--- src/rtl/bcd_pkg.sv ---
// rtl/bcd_pkg.sv - shared BCD digit type, limits and validity helper
package bcd_pkg;

  localparam logic [3:0] BCD_MAX = 4'd9;
  localparam logic [3:0] BCD_MIN = 4'd0;

  typedef logic [3:0] bcd_digit_t;

  function automatic logic bcd_valid(input bcd_digit_t digit);
    return digit <= BCD_MAX;
  endfunction

endpackage

--- src/rtl/bcd_digit.sv ---
// rtl/bcd_digit.sv - one BCD decade with load, up/down step and end flags
module bcd_digit
  import bcd_pkg::*;
(
  input  logic       clk,
  input  logic       rst,
  input  logic       load,
  input  bcd_digit_t load_digit,
  input  logic       cnt_en,
  input  logic       reverse,
  output bcd_digit_t digit,
  output logic       at_max,
  output logic       at_min
);

  bcd_digit_t cur;
  bcd_digit_t nxt_cnt;

  // An out-of-range digit (only reachable through X) counts as if it were 0.
  always_comb begin
    cur = bcd_valid(digit) ? digit : BCD_MIN;
    if (reverse) begin
      nxt_cnt = (cur == BCD_MIN) ? BCD_MAX : cur - 4'd1;
    end else begin
      nxt_cnt = (cur == BCD_MAX) ? BCD_MIN : cur + 4'd1;
    end
  end

  always_ff @(posedge clk) begin
    if (rst) begin
      digit <= BCD_MIN;
    end else if (load) begin
      digit <= bcd_valid(load_digit) ? load_digit : BCD_MIN;
    end else if (cnt_en) begin
      digit <= nxt_cnt;
    end
  end

  assign at_max = (digit == BCD_MAX);
  assign at_min = (digit == BCD_MIN);

endmodule

--- src/rtl/bcd_updown_counter.sv ---
// rtl/bcd_updown_counter.sv - multi-decade BCD up/down counter with load, wrap/saturate and chaining outputs
module bcd_updown_counter
  import bcd_pkg::*;
#(
  parameter int DIGITS   = 4,
  parameter bit SATURATE = 1'b0
) (
  input  logic                clk,
  input  logic                rst,
  input  logic                enable,
  input  logic                reverse,
  input  logic                load,
  input  logic [4*DIGITS-1:0] load_val,
  output logic [4*DIGITS-1:0] q,
  output logic                tc,
  output logic                wrap,
  output logic                load_err
);

  logic [DIGITS-1:0] at_max;
  logic [DIGITS-1:0] at_min;
  logic [DIGITS-1:0] cnt_en;
  logic [DIGITS-1:0] bad_digit;
  // all_max[i] / all_min[i]: every digit below i sits at 9 / 0
  logic [DIGITS:0]   all_max;
  logic [DIGITS:0]   all_min;
  logic              hold_sat;

  assign all_max[0] = 1'b1;
  assign all_min[0] = 1'b1;

  assign tc       = enable & ~load & (reverse ? all_min[DIGITS] : all_max[DIGITS]);
  assign hold_sat = SATURATE & tc;

  for (genvar i = 0; i < DIGITS; i++) begin : g_digit
    assign all_max[i+1]  = all_max[i] & at_max[i];
    assign all_min[i+1]  = all_min[i] & at_min[i];
    assign cnt_en[i]     = enable & ~hold_sat & (reverse ? all_min[i] : all_max[i]);
    assign bad_digit[i]  = ~bcd_valid(load_val[4*i +: 4]);

    bcd_digit u_digit (
      .clk        (clk),
      .rst        (rst),
      .load       (load),
      .load_digit (load_val[4*i +: 4]),
      .cnt_en     (cnt_en[i]),
      .reverse    (reverse),
      .digit      (q[4*i +: 4]),
      .at_max     (at_max[i]),
      .at_min     (at_min[i])
    );
  end

  // tc already excludes load and idle cycles, so it is exactly the wrap/saturation event.
  always_ff @(posedge clk) begin
    if (rst) begin
      wrap     <= 1'b0;
      load_err <= 1'b0;
    end else begin
      wrap     <= tc;
      load_err <= load & (|bad_digit);
    end
  end

endmodule

--- config.mk ---
export PLATFORM = sky130hd
export DESIGN_NAME = bcd_updown_counter
export DESIGN_NICKNAME = d
export VERILOG_FILES = /design/src/rtl/bcd_pkg.sv /design/src/rtl/bcd_digit.sv /design/src/rtl/bcd_updown_counter.sv
export SDC_FILE = /design/constraint.sdc
export NUM_CORES = 1
export LEC_CHECK = 0
export CAP_MARGIN = 40
export CELL_PAD_IN_SITES_DETAIL_PLACEMENT = 1
export CELL_PAD_IN_SITES_GLOBAL_PLACEMENT = 1
export CORE_AREA = 2 2 105 56
export DETAILED_ROUTE_END_ITERATION = 7
export DIE_AREA = 0 0 107 58
export PLACE_DENSITY = 0.77
export SYNTH_ARGS = -nofsm -noshare
export SYNTH_HDL_FRONTEND = slang
export SYNTH_HIERARCHICAL = 1
export SYNTH_SLANG_ARGS = --single-unit
--- constraint.sdc ---
create_clock -name clk -period 1.99 [get_ports clk]
set_input_delay 0.199 -clock clk [delete_from_list [all_inputs] [get_ports clk]]
set_output_delay 0.199 -clock clk [all_outputs]
set_load 0.01 [all_outputs]
==> results of run 1 <==
-- sequential cells by signal (all words and copies together), names as in the netlist --
name / cells
wrap: 1
load_err: 1
g_digit.u_digit/digit: 16
-- logic make-up (layout without fill, tap and decap cells) --
family                 count (synthesis)  in the layout  share of synthesized area, %
AND/OR/NAND/NOR                       94             94                          32.1
flip-flops                            18             18                          21.3
XOR/XNOR                               4              4                          2.07
multiplexers                           2              2                          1.19
AO/OA/AOI/OAI                         79             79                          35.3
buffers and inverters                 22             89                          8.00
-- worst register-to-register path: stages (launching register included) --
cell	delay [ns]
dfxtp_4	0.37
nor4_4	0.32
nand4_1	0.18
buf_4	0.18
mux2i_4	0.17
nand2b_1	0.11
a311oi_1	0.28
a21oi_1	0.12
and3_1	0.18
-- synth_stat cells (5+ instances only) --
library cell / instances / area share [%]
nand2b_1: 21 / 7.8
dfxtp_1: 18 / 21
nand2_1: 14 / 3.1
a31oi_1: 12 / 4.4
nor2_1: 12 / 2.7
nor3_1: 12 / 3.6
o21ai_0: 12 / 3.6
nor2b_1: 10 / 3.7
a211oi_1: 8 / 3.6
a21oi_1: 8 / 2.4
buf_2: 8 / 2.4
buf_6: 5 / 3.3
nand3_1: 5 / 1.5
-- metal layers --
layer	up-vias	track usage [%]	part of all wire [%]
met2	57	31.0	42
met4	0	1.11	0
met5	-	0	0
li1	964	-	-
met1	929	31.2	53
met3	0	4.05	5.1
-- power groups by stage --
stage               Combinational (W)  Sequential (W)  Clock (W)
finish                       0.000510        0.000420   0.000322
global route                 0.000555        0.000423   0.000353
CTS                          0.000494        0.000412   0.000323
detailed placement           0.000480        0.000417          0
global placement             0.000469        0.000415          0
floorplan                    0.000248        0.000416          0
-- worst min path at each step --
stage                                 from                     endpoint  slack, ns  cells after the start
3_5_place_dp   g_digit[1].u_digit/digit[3]  g_digit[1].u_digit/digit[3]       0.70                      3
6_report                       load_val[4]  g_digit[1].u_digit/digit[0]       0.53                      3
2_1_floorplan                         load                         wrap       0.27                      1
3_3_place_gp   g_digit[1].u_digit/digit[3]  g_digit[1].u_digit/digit[3]       0.70                      3
4_1_cts                        load_val[4]  g_digit[1].u_digit/digit[0]       0.54                      3
5_1_grt                        load_val[4]  g_digit[1].u_digit/digit[0]       0.55                      3
-- cell type report --
type                            count  area, sq um
Sequential cell                    18          380
Clock buffer                        4         55.1
Tap cell                           73         91.3
Multi-Input combinational cell    179         1320
Inverter                            1         3.75
Timing Repair Buffer               84          756
Fill cell                         641         2700
-- per-stage QoR --
| stage | instance area, sq um | total power, W | std cells |
|---|---|---|---|
| global placement | 2410 | 0.000884 | 352 |
| detailed placement | 2410 | 0.000898 | 352 |
| CTS | 2510 | 0.00123 | 358 |
| finish | 2610 | 0.00125 | 359 |
| global route | 2610 | 0.00133 | 359 |
| floorplan | 1720 | 0.000664 | 219 |
-- cell usage in the layout, fill, tap and decap left out, drive strengths merged, types with 12 or more instances in the layout --
cell type / instances
nor2: 12
nand2b: 21
o21ai: 13
nor3: 12
nor2b: 14
dfxtp: 18
clkdlybuf4s50: 38
buf: 46
a31oi: 12
nand2: 14
-- timing repair --
| action | CTS | global route |
|---|---|---|
| pin swaps | 2 | 11 |
| gates resized for setup | 8 | 29 |
| buffers inserted | 2 | 2 |
| gates cloned | 0 | 0 |
| endpoints found under the hold margin | 0 | 0 |
| setup endpoints to repair | 4 | 10 |
==> run summary, run 1 <==
Tmin final -> 2.01 ns
CP startpoint kind -> flip-flop
Share of cells above drive strength 1 -> 30.8%
Critical Path AT -> 2.17 ns
Core area -> 5300 sq um
WS Path Type -> reg2reg
Hold Slack -> 0.530 ns
Num rows -> 19
Count of final setup violators -> 1
Synthesis-to-finish area growth -> 54.3%
Post-synth EDFFs -> 0
Critical R2R Capture -> g_digit[3].u_digit/digit[3]
Vias in the first global route -> 1945
Ant. Diodes -> 0
CP bufs+invs -> 1
RD Place Congestion -> 0.836
Async SR Flop Fraction -> 0%
Critical path depth -> 8
Worst-case vdd ir drop -> 0.341 mV
RSZ-0062 raised after global routing -> yes
Post-synthesis cell count -> 219
Comb power frac -> 40.7%
Crit path cell chain -> nor4_4, nand4_1, buf_4, mux2i_4, nand2b_1, a311oi_1, a21oi_1, and3_1
First-pass GRT wire length -> 10100 microns
Routed Antenna Nets -> 0
Clock Skew -> 0.00491 ns
Outcome -> complete, but fails checks
CTS tree -> done
Reg power frac -> 33.5%
Sink Count -> 18
Port buffer count -> 39
Failing checks -> setup timing
Clock power share -> 25.7%
Place WS -> -0.189 ns
WL final -> 6100 microns
Fin Setup TNS -> -0.0242 ns
Power per cell area -> 480 nW/um^2
Predominant post-synthesis flop cell -> dfxtp_1
Synth warn -> 6
Via/cell ratio -> 5.43
Worst-path clk slew -> 0.08 ns
Syn Area/Cell -> 7.71 sq um
Largest stage delay, worst path -> 0.37 ns
Starting density of the core -> 31.9%
Cell variety after synth -> 37
Final HPWL DP -> 4450 microns
Drt pass-1 iters -> 4
Achievable frequency -> 496 MHz
Final worst-path cycle share -> 101%
Slew Viols, Final -> 0
CTS Hold Buffers Added -> 0
Register area share after synthesis -> 21.3%
Internal power -> 0.000829 W
Clk Latency, worst-skew pair -> 0.26 ns
Mapped Area -> 1690 sq um
RR Startpoint -> g_digit[1].u_digit/digit[0]
Grt total ovfl -> 0
Sw frac -> 33.7%
Num CTS Buffers -> 3
Worst Path Max Fanout -> 3
Remaining DRCs -> 0
Number of antenna violations at the first check in global routing -> 0
Post-synthesis register bit count -> 18
Die area -> 6210 sq um
R2r worst-path depth -> 8
Cell family with most CP delay -> simple AND/OR/NAND/NOR gates
Pin count of the biggest net entering global routing -> 31
Syn_nets -> 240
CTS Buffer Depth -> 2
Net Switching -> 0.000422 W
Fin nets -> 308
Max-slew headroom -> 64.3%
Reg2reg setup slack -> -0.02 ns
Worst setup margin -> -0.0242 ns
Io pins -> 40
P_leak -> 0.999 nW
Slew @ Worst Pin -> 0.532 ns
H-tree depth -> 1
Root Buffer -> clkbuf_8
Post-DR wirelength/cell -> 17.0 microns
Req. time, crit path -> 2.15 ns
Die height -> 58 microns
Die X -> 107 microns
Via Count -> 1950
CP max-delay cell -> dfxtp_4
Total track usage -> 20.4%
Max Cap Viol -> 0
Post-layout util -> 49.2%
Crit path to -> g_digit[3].u_digit/digit[3]
Crit. Startpoint -> g_digit[1].u_digit/digit[0]
DRT iter0 DRCs -> 76
Final hold vios -> 0
Hold crit path type -> in2reg
CP endpoint kind -> flip-flop
Note: power is estimated with default switching activity, not from simulation.
==> inputs of run 2 (changes only) <==
--- a/config.mk
+++ b/config.mk
@@ -8,9 +8,9 @@
 export CAP_MARGIN = 40
 export CELL_PAD_IN_SITES_DETAIL_PLACEMENT = 1
 export CELL_PAD_IN_SITES_GLOBAL_PLACEMENT = 1
-export CORE_AREA = 2 2 105 56
+export CORE_AREA = 4 4 107 58
 export DETAILED_ROUTE_END_ITERATION = 7
-export DIE_AREA = 0 0 107 58
+export DIE_AREA = 0 0 111 62
 export PLACE_DENSITY = 0.77
 export SYNTH_ARGS = -nofsm -noshare
 export SYNTH_HDL_FRONTEND = slang
==> run 2 against run 1 <==
The flow still finishes with violations (setup timing). Clock skew up 0.00064 ns. Cell area is 1.1% lower. Critical path depth decreased by 1. Utilization is 0.54 points lower. Sequential share of layout area hardly changed. Clock-buffer cell count fell by 1. Register-to-register slack about the same.
==> run summary, run 2 (synthesis gave the netlist of run 1 again) <==
Num rows -> 19 (unchanged)
Worst-case vdd ir drop -> 0.214 mV (was 0.341 mV)
Final Instance Count excl. Fillers -> 364 (was 359)
Fin nets -> 314 (was 308)
Die X -> 111 microns (was 107 microns)
Most flops, register -> g_digit.u_digit/digit (unchanged)
Drt pass-1 iters -> 4 (unchanged)
Hold crit path type -> in2reg (unchanged)
Power per cell area -> 475 nW/um^2 (was 480 nW/um^2)
Clock Skew -> 0.00555 ns (was 0.00491 ns)
Worst-path clk slew -> 0.08 ns (about the same)
CTS Buffer Depth -> 2 (unchanged)
Final hold vios -> 0 (unchanged)
Max reg flops -> 16 (unchanged)
Outcome -> complete, but fails checks (unchanged)
WL final -> 6630 microns (was 6100 microns)
Grt total ovfl -> 0 (unchanged)
Count of final setup violators -> 2 (was 1)
First-pass GRT wire length -> 10500 microns (was 10100 microns)
Remaining DRCs -> 0 (unchanged)
Commonest non-fill, non-tap cell in the layout -> buf_4 (unchanged)
Highest-count cells in the layout ignoring fill and taps -> 48 x buf_4, 38 x clkdlybuf4s50_1, 21 x nand2b_1 (was 41 x buf_4, 38 x clkdlybuf4s50_1, 20 x nand2b_1)
Num CTS Buffers -> 3 (unchanged)
CP endpoint kind -> output pin (was flip-flop)
Io pins -> 40 (unchanged)
Crit path cell chain -> nor4_4, buf_4, nand4_1, buf_4, o32ai_2, nor2b_1, buf_2 (was nor4_4, nand4_1, buf_4, mux2i_4, nand2b_1, a311oi_1, a21oi_1, and3_1)
Pin count of the biggest net entering global routing -> 36 (was 31)
Vias in the first global route -> 1984 (was 1945)
Max Cap Viol -> 0 (unchanged)
Root Buffer -> clkbuf_8 (unchanged)
DRT iter0 DRCs -> 64 (was 76)
Final HPWL DP -> 4490 microns (was 4450 microns)
Slew @ Worst Pin -> 0.386 ns (was 0.532 ns)
H-tree depth -> 1 (unchanged)
Top Registers -> g_digit.u_digit/digit x16, load_err x1, wrap x1 (unchanged)
Die height -> 62 microns (was 58 microns)
Final worst-path cycle share -> 101% (about the same)
Core area -> 5300 sq um (unchanged)
Failing checks -> setup timing (unchanged)
Max-slew headroom -> 74.2% (was 64.3%)
Die area -> 6880 sq um (was 6210 sq um)
Layout fillers -> 668 (was 641)
Tmin final -> 2.01 ns (about the same)
CP startpoint kind -> flip-flop (unchanged)
Placed cell count -> 348 (was 352)
Req. time, crit path -> 1.79 ns (was 2.15 ns)
Achievable frequency -> 498 MHz (was 496 MHz)
Cell family with most CP delay -> simple AND/OR/NAND/NOR gates (unchanged)
Total power -> 0.00123 W (was 0.00125 W)
Synthesis-to-finish area growth -> 52.6% (was 54.3%)
Top cell by count, worst path -> buf_4
Via Count -> 2024 (was 1950)
Slew Viols, Final -> 0 (unchanged)
Starting density of the core -> 31.9% (unchanged)
Ant. Diodes -> 0 (unchanged)
P_leak -> 1.01 nW (was 0.999 nW)
Sink Count -> 18 (unchanged)
Total track usage -> 19.3% (was 20.4%)
Share of cells above drive strength 1 -> 30.6% (was 30.8%)
Worst setup margin -> -0.0164 ns (was -0.0242 ns)
WS Path Type -> reg2out (was reg2reg)
Post-DR wirelength/cell -> 18.2 microns (was 17.0 microns)
Port buffer count -> 39 (unchanged)
Clk Latency, worst-skew pair -> 0.26 ns (about the same)
Largest stage delay, worst path -> 0.36 ns (was 0.37 ns)
Number of antenna violations at the first check in global routing -> 0 (unchanged)
Worst Path Max Fanout -> 2 (was 3)
CP bufs+invs -> 3 (was 1)
CTS tree -> done (unchanged)
Critical Path AT -> 1.81 ns (was 2.17 ns)
RD Place Congestion -> 0.851 (was 0.836)
Routed Antenna Nets -> 0 (unchanged)
Via/cell ratio -> 5.56 (was 5.43)
CP max-delay cell -> dfxtp_2 (was dfxtp_4)
RSZ-0062 raised after global routing -> yes (unchanged)
-- run 2: final timing paths --
kind | from | end | slack (ns) | cells past startpoint
hold / removal | load_val[0] | g_digit[0].u_digit/digit[0] | 0.58 | 3
setup / recovery | g_digit[2].u_digit/digit[3] | tc | -0.02 | 7
setup reg to reg | g_digit[2].u_digit/digit[3] | g_digit[3].u_digit/digit[3] | -0.01 | 9
hold reg to reg | g_digit[3].u_digit/digit[0] | g_digit[3].u_digit/digit[0] | 0.70 | 3
-- run 2: worst min-delay path: stages --
cell             delay [ns]
clkdlybuf4s50_1        0.40
a31oi_1                0.14
nor2_1                 0.06
-- run 2: power by group --
group | internal (W) | switching, W | leakage (nW)
combinational | 0.000281 | 0.000249 | 0.834
clock | 0.000135 | 0.000142 | 0.0216
sequential | 0.000386 | 0.0000335 | 0.152
-- run 2: what timing repair did --
action	4_1_cts	5_1_grt
resized for setup	18	8
hold buffers	0	0
setup buffers	13	0
setup endpoints to repair	5	11
pin swaps	6	4
gates cloned	0	0
-- run 2: through the flow --
stage               setup WS [ns]  cell area, sq um  hold slack [ns]  TNS, ns  util [%]
floorplan                  0.0145              1720            0.268        0         -
global placement          -0.0470              2380            0.619  -0.0634      44.8
detailed placement         -0.139              2380            0.644   -0.417      44.8
CTS                      0.000563              2550            0.567        0      48.1
global route               -0.119              2580            0.619   -0.553      48.6
finish                    -0.0164              2580            0.579  -0.0222      48.6
-- run 2: routing by layer --
| layer | share of wire, % | GRT usage [%] |
|---|---|---|
| met1 | 51 | 26.7 |
| met2 | 44 | 32.3 |
| met3 | 4.1 | 4.16 |
| met4 | 0.95 | 3.16 |
| met5 | 0 | 0 |
-- run 2: final cells by class --
class / count / area [sq um] / share of cell area (%)
well taps: 73 / 91.3 / 3.54
multi-input cells: 179 / 1270 / 49.2
flip-flops and latches: 18 / 377 / 14.6
repair buffers: 90 / 797 / 30.9
clock buffers: 3 / 41.3 / 1.60
inverters: 1 / 3.75 / 0.146
